File: src/rtl/irq_pkg.sv
// Register map shared by the interrupt controller and its bus decode.
package irq_pkg;

    localparam int unsigned IRQ_ADDR_W = 2;

    typedef enum logic [IRQ_ADDR_W-1:0] {
        IRQ_PEND = 2'd0,
        IRQ_EN   = 2'd1,
        IRQ_EDGE = 2'd2,
        IRQ_CTRL = 2'd3
    } irq_reg_e;

endpackage

File: src/rtl/irq_ctrl_prio_enc.sv
// Priority encoder: returns the 1-based index of the highest set request, 0 if none.
module prio_enc #(
    parameter int unsigned VBITS = 4,
    parameter int unsigned NREQ  = (1 << VBITS) - 1
) (
    input  logic [NREQ-1:0]  req,
    output logic [VBITS-1:0] vec
);

    // Later (higher) indices overwrite earlier ones, so the highest set bit wins.
    always_comb begin
        vec = '0;
        for (int unsigned i = 0; i < NREQ; i++) begin
            if (req[i]) begin
                vec = VBITS'(i + 1);
            end
        end
    end

endmodule

File: src/rtl/irq_ctrl.sv
// Programmable interrupt controller: edge/level capture, masking, vector select, iack retire.
module irq_ctrl
    import irq_pkg::*;
#(
    parameter int unsigned     WIDTH    = 18,
    parameter int unsigned     NSRC     = 15,
    parameter int unsigned     VBITS    = 4,
    parameter logic [NSRC-1:0] EN_RST   = '1,
    parameter logic [NSRC-1:0] EDGE_RST = '1
) (
    input  logic                  clk,
    input  logic                  p_reset_n,
    input  logic                  io_rd,
    input  logic                  io_wr,
    input  logic [IRQ_ADDR_W-1:0] io_addr,
    input  logic [WIDTH-1:0]      din,
    output logic [WIDTH-1:0]      io_dout,
    input  logic [NSRC-1:0]       src,
    output logic                  irq,
    output logic [VBITS-1:0]      ivec,
    input  logic                  iack
);

    logic [NSRC-1:0]  pending;
    logic [NSRC-1:0]  src_d;
    logic [NSRC-1:0]  enable;
    logic [NSRC-1:0]  edge_mode;
    logic             gie;

    logic             wr_pend;
    logic             wr_en;
    logic             wr_edge;
    logic             wr_ctrl;
    logic             holdoff;
    logic [NSRC-1:0]  ack_mask;
    logic [NSRC-1:0]  set_mask;
    logic [NSRC-1:0]  clr_mask;
    logic [NSRC-1:0]  pending_nxt;
    logic [NSRC-1:0]  req;
    logic [VBITS-1:0] winner;
    logic             irq_nxt;
    logic [WIDTH-1:0] rdata;

    // Only bits up to GIE carry meaning on writes.
    if (WIDTH > NSRC + 1) begin : g_unused_din
        logic unused_din;
        assign unused_din = ^din[WIDTH-1:NSRC+1];
    end

    // Bus write decode, pending next-state and interrupt qualification.
    always_comb begin
        wr_pend  = io_wr && (io_addr == IRQ_PEND);
        wr_en    = io_wr && (io_addr == IRQ_EN);
        wr_edge  = io_wr && (io_addr == IRQ_EDGE);
        wr_ctrl  = io_wr && (io_addr == IRQ_CTRL);

        // A valid acknowledge masks irq for the cycle in which its pending bit retires.
        holdoff  = iack && irq && (ivec != '0);
        ack_mask = holdoff ? (NSRC'(1) << (ivec - VBITS'(1))) : '0;

        set_mask = (src & ~src_d) | (wr_ctrl ? din[NSRC-1:0] : '0);
        clr_mask = (wr_pend ? din[NSRC-1:0] : '0) | ack_mask;

        // Sets beat clears in edge mode; level-mode bits simply follow the source.
        pending_nxt = (edge_mode & (set_mask | (pending & ~clr_mask)))
                    | (~edge_mode & src);

        req     = pending & enable;
        irq_nxt = gie && (req != '0) && !holdoff;
    end

    prio_enc #(
        .VBITS (VBITS),
        .NREQ  (NSRC)
    ) u_prio_enc (
        .req (req),
        .vec (winner)
    );

    // Register readback, zero-extended and gated by the read strobe.
    always_comb begin
        rdata = '0;
        case (io_addr)
            IRQ_PEND: rdata = WIDTH'(pending);
            IRQ_EN:   rdata = WIDTH'(enable);
            IRQ_EDGE: rdata = WIDTH'(edge_mode);
            IRQ_CTRL: rdata = WIDTH'({gie, req});
            default:  rdata = '0;
        endcase
        io_dout = io_rd ? rdata : '0;
    end

    // Controller state and registered irq/ivec.
    always_ff @(posedge clk or negedge p_reset_n) begin
        if (!p_reset_n) begin
            pending   <= '0;
            src_d     <= '0;
            enable    <= EN_RST;
            edge_mode <= EDGE_RST;
            gie       <= 1'b1;
            irq       <= 1'b0;
            ivec      <= '0;
        end else begin
            pending <= pending_nxt;
            src_d   <= src;
            if (wr_en) begin
                enable <= din[NSRC-1:0];
            end
            if (wr_edge) begin
                edge_mode <= din[NSRC-1:0];
            end
            if (wr_ctrl) begin
                gie <= din[NSRC];
            end
            irq  <= irq_nxt;
            ivec <= irq_nxt ? winner : '0;
        end
    end

endmodule

File: config.mk
export PLATFORM = sky130hd
export DESIGN_NAME = irq_ctrl
export DESIGN_NICKNAME = d
export VERILOG_FILES = /design/src/rtl/irq_pkg.sv /design/src/rtl/irq_ctrl_prio_enc.sv /design/src/rtl/irq_ctrl.sv
export SDC_FILE = /design/constraint.sdc
export NUM_CORES = 1
export LEC_CHECK = 0
export ABC_AREA = 0
export BUFFER_PORTS_ARGS = -buffer_cell sky130_fd_sc_hd__buf_2
export CORE_ASPECT_RATIO = 0.6
export CORE_UTILIZATION = 38
export CTS_CLUSTER_DIAMETER = 30
export DETAILED_ROUTE_END_ITERATION = 6
export GPL_ROUTABILITY_DRIVEN = 0
export HOLD_SLACK_MARGIN = 0.1
export PLACE_DENSITY_LB_ADDON = 0.1
export SLEW_MARGIN = 5
export SYNTH_ARGS = -nofsm -noshare
export SYNTH_HDL_FRONTEND = slang
export SYNTH_HIERARCHICAL = 1
export SYNTH_SLANG_ARGS = --single-unit
File: constraint.sdc
create_clock -name clk -period 2.05 [get_ports clk]
set_input_delay 0.41 -clock clk [delete_from_list [all_inputs] [get_ports clk]]
set_output_delay 0.41 -clock clk [all_outputs]
set_load 0.005 [all_outputs]
==> flow_summary.rst <==
.. list-table::
   :header-rows: 1

   * - Metric
     - Value
   * - Leakage
     - 1.759 nW
   * - Number of buffers added by the clock tree synthesis step
     - 9
   * - WL final
     - 9.670 mm
   * - Post-route antenna net violation count
     - 0
   * - Post-detailed-route via-to-cell ratio
     - 5.598
   * - Number of synthesized register bits
     - 66
   * - Depth of the worst register-to-register path
     - 6
   * - Final number of max-transition violations
     - 0
   * - Slew HR
     - 62.52%
   * - Top achievable clock speed
     - 549.8 MHz
   * - Total number of nets in the final design
     - 418
   * - Fraction of final layout cells with drive strength greater than 1
     - 42.82%
   * - Floorplan row count
     - 26
   * - Transition time at the pin with the least slew margin
     - 0.5575 ns
   * - Final setup vio count
     - 0
   * - Router iterations before antenna repair
     - 4
   * - Area fraction in compound gates after synthesis
     - 17.80%
   * - Final setup slack of the worst path
     - 0.2311 ns
   * - Number of global-route vias before repair
     - 2697
   * - Data arrival at the endpoint of the critical path
     - 1.41 ns
   * - CP Depth
     - 6
   * - Largest net degree at the start of global routing
     - 32
   * - End point of the critical path
     - io_dout[6]
   * - Total Die Area
     - 9367 µm²
   * - Critical path launch point type
     - primary input
   * - Yosys warning count
     - 6
   * - CP required
     - 1.64 ns
   * - Maximum number of buffers from clock root to sink
     - 2
   * - Horizontal die dimension
     - 124.3 µm
   * - Power density of the placed cells
     - 1029 nW/µm²
   * - GRT overflow
     - 0
   * - Number of enable flip-flop cells after synthesis
     - 0
   * - Max-cap violations
     - 0
   * - Time the worst path needs with I/O delays and setup
     - 1.819 ns
   * - Peak supply drop
     - 456.5 µV
   * - Root cell of the clock tree
     - sky130_fd_sc_hd__clkbuf_16
   * - Final core utilization
     - 48.10%
   * - Count of H-tree levels built during CTS
     - 3
   * - Main combinational cell family by area after synthesis
     - simple AND/OR/NAND/NOR gates
   * - Ordered list of cells on the worst path
     - buf_2, xor2_1, buf_4, nor2_1, nor2_1, buf_2
   * - Starting DRT DRC Count
     - 145
   * - Source of the worst register-to-register timing path
     - pending[10]$_DFF_PN0_
   * - # placed instances
     - 478
   * - Height of the die
     - 75.37 µm
   * - Crit path max fanout
     - 13
   * - Initial core utilization
     - 39.55%
   * - Global-route wire length before repair
     - 15.32 mm
   * - R2R setup slack
     - 0.30 ns
   * - Combined buffer and inverter count along the critical path
     - 3
   * - Number of sinks driven by the clock tree
     - 66
   * - Post-synthesis cell type count
     - 53
   * - Share of synthesized flip-flops with an asynchronous set or reset
     - 100.0%
   * - Port buffer count
     - 58
   * - Synthesized netlist cell count
     - 311
   * - Clock latency on the worst-skew pair
     - 0.33 ns
   * - Antenna Cells
     - 0
   * - Mapped cell area
     - 3410 µm²
   * - Final instance count without filler cells
     - 495
   * - Period utilisation layout
     - 88.73%
   * - Number of top-level design ports
     - 63
   * - Leading cell type in the layout, fill and taps excluded
     - sky130_fd_sc_hd__buf_2
   * - Result of the run
     - completed
   * - Delay contributed by the slowest stage of the critical path
     - 0.26 ns
   * - Remaining routing DRC violations
     - 0
   * - Number of antenna violations at the first check in global routing
     - 0
   * - Area share of xor/xnor cells in the synthesized design
     - 0.2569%
   * - Total Neg Setup Slack
     - 0 ns
   * - Average instance area after synthesis
     - 10.96 µm²
   * - RSZ-0062 raised after global routing
     - no
   * - Worst setup slack after placement
     - 0.2490 ns
   * - Per-cell routed wire length
     - 19.54 µm
   * - Worst min-delay path class
     - primary input to flip-flop
   * - WS Path Type
     - primary input to primary output
   * - Critical Path End Type
     - primary output
   * - CTS resizes
     - 0
   * - Cell class contributing the biggest share of worst-path delay
     - buffers and inverters
   * - Number of hold-slack violations in the final timing report
     - 0
   * - Sequential fraction of the synthesis area
     - 49.58%
   * - Core area
     - 8621 µm²
   * - Overall Global Routing Usage
     - 22.45%
   * - Adder-cell share of the synthesized area
     - 0%
   * - Via count of the routed design
     - 2771
   * - Register clock-pin slew on the reported worst setup and hold paths
     - 0.05 ns
   * - Clock skew after layout
     - 0.005651 ns
   * - Fraction of synthesized area in multiplexers
     - 10.83%
   * - Most frequently used flop master after synthesis
     - sky130_fd_sc_hd__dfrtp_1
   * - Worst setup path start
     - io_addr[1]
   * - Worst path slowest cell
     - sky130_fd_sc_hd__buf_4
   * - Endpoint of the worst register-to-register path
     - ivec[1]$_DFF_PN0_
   * - Clock tree from TritonCTS
     - yes
   * - Number of filler cells placed in the layout
     - 822
   * - Area growth, synth to finish
     - 21.61%
   * - Detail Placement HPWL
     - 6.675 mm
   * - Most frequent cells in the layout
     - 58 x sky130_fd_sc_hd__buf_2, 35 x sky130_fd_sc_hd__nand2_1, 35 x sky130_fd_sc_hd__nor2_1, 35 x sky130_fd_sc_hd__dfrtp_1
   * - Simple-Gate Fraction of Synth Area
     - 18.28%
-- state kept, by name, indices dropped and copies added, names as in the netlist --
| name | flops |
|---|---|
| edge_mode | 15 |
| enable | 15 |
| gie | 1 |
| irq | 1 |
| ivec | 4 |
| pending | 15 |
| src_d | 15 |
-- where the power goes --
group	internal [mW]	switching (mW)
logic	0.476	0.534
clock network	0.845	0.530
registers	1.62	0.265
-- worst min path at each step --
stage	startpoint	to	slack, ns	depth (start not counted)
detailed placement	p_reset_n	src_d[2]$_DFF_PN0_	0.41	1
finish	src[2]	src_d[2]$_DFF_PN0_	0.20	1
global route	src[8]	src_d[8]$_DFF_PN0_	0.19	1
CTS	src[8]	src_d[8]$_DFF_PN0_	0.19	1
global placement	p_reset_n	src_d[2]$_DFF_PN0_	0.41	1
floorplan	p_reset_n	irq$_DFF_PN0_	0.11	0
-- per-layer routing --
| metal | vias to the layer above | share of wire [%] | global-route usage, % |
|---|---|---|---|
| met5 | - | 0 | 0 |
| met4 | 0 | 0.94 | 7.363 |
| met3 | 13 | 7.5 | 7.022 |
| met2 | 94 | 40 | 32.11 |
| met1 | 1342 | 51 | 32.39 |
| li1 | 1322 | - | - |
-- what timing repair did --
item,CTS,global route
setup buffers,0,0
hold buffers,1,0
endpoints found under the hold margin,9,0
-- synthesized netlist by cell type, drive strengths merged, types with 4 or more instances --
master	instances	share of area [%]
a31oi	6	1.1
dfstp	31	24
o221ai	13	3.3
nand2	36	4.0
o21ai	14	2.1
o211ai	4	0.88
a22o	4	1.1
dfrtp	35	26
mux2	31	10
a221o	6	1.9
a32oi	14	3.6
nor2	35	3.9
nor3	4	0.59
nor4	5	1.3
buf	12	2.4
and2	17	3.2
inv	4	0.44
-- worst register-to-register path: cells and delay by family, from the launching register on --
family | cells | cell delay, ns
AO/OA/AOI/OAI | 4 | 0.72
AND/OR/NAND/NOR | 2 | 0.48
flip-flops | 1 | 0.41
-- kinds of logic after synthesis --
logic type	count (synthesis)
compound gates	75
xor+xnor	1
buf+inv	19
flops	66
mux	33
other cells	1
simple gates	116
-- final cells by class --
type / instances / area, µm² / area share [%]
inverters: 4 / 15.01 / 0.3621
repair buffers: 70 / 420.4 / 10.14
well taps: 112 / 140.1 / 3.380
flip-flops and latches: 66 / 1690 / 40.77
clock buffers: 13 / 250.2 / 6.035
multi-input cells: 227 / 1615 / 38.96
clock inverters: 3 / 15.01 / 0.3621
-- metrics by stage --
stage | cell area, µm² | total power [mW] | hold slack, ns
after global routing | 4146 | 4.514 | 0.1853
after CTS | 4146 | 4.292 | 0.1875
after floorplan | 3413 | 2.462 | 0.1144
after global placement | 3871 | 2.870 | 0.4086
after detailed placement | 3871 | 2.894 | 0.4100
final | 4146 | 4.266 | 0.1971
Power figures use the tool's default switching activity.
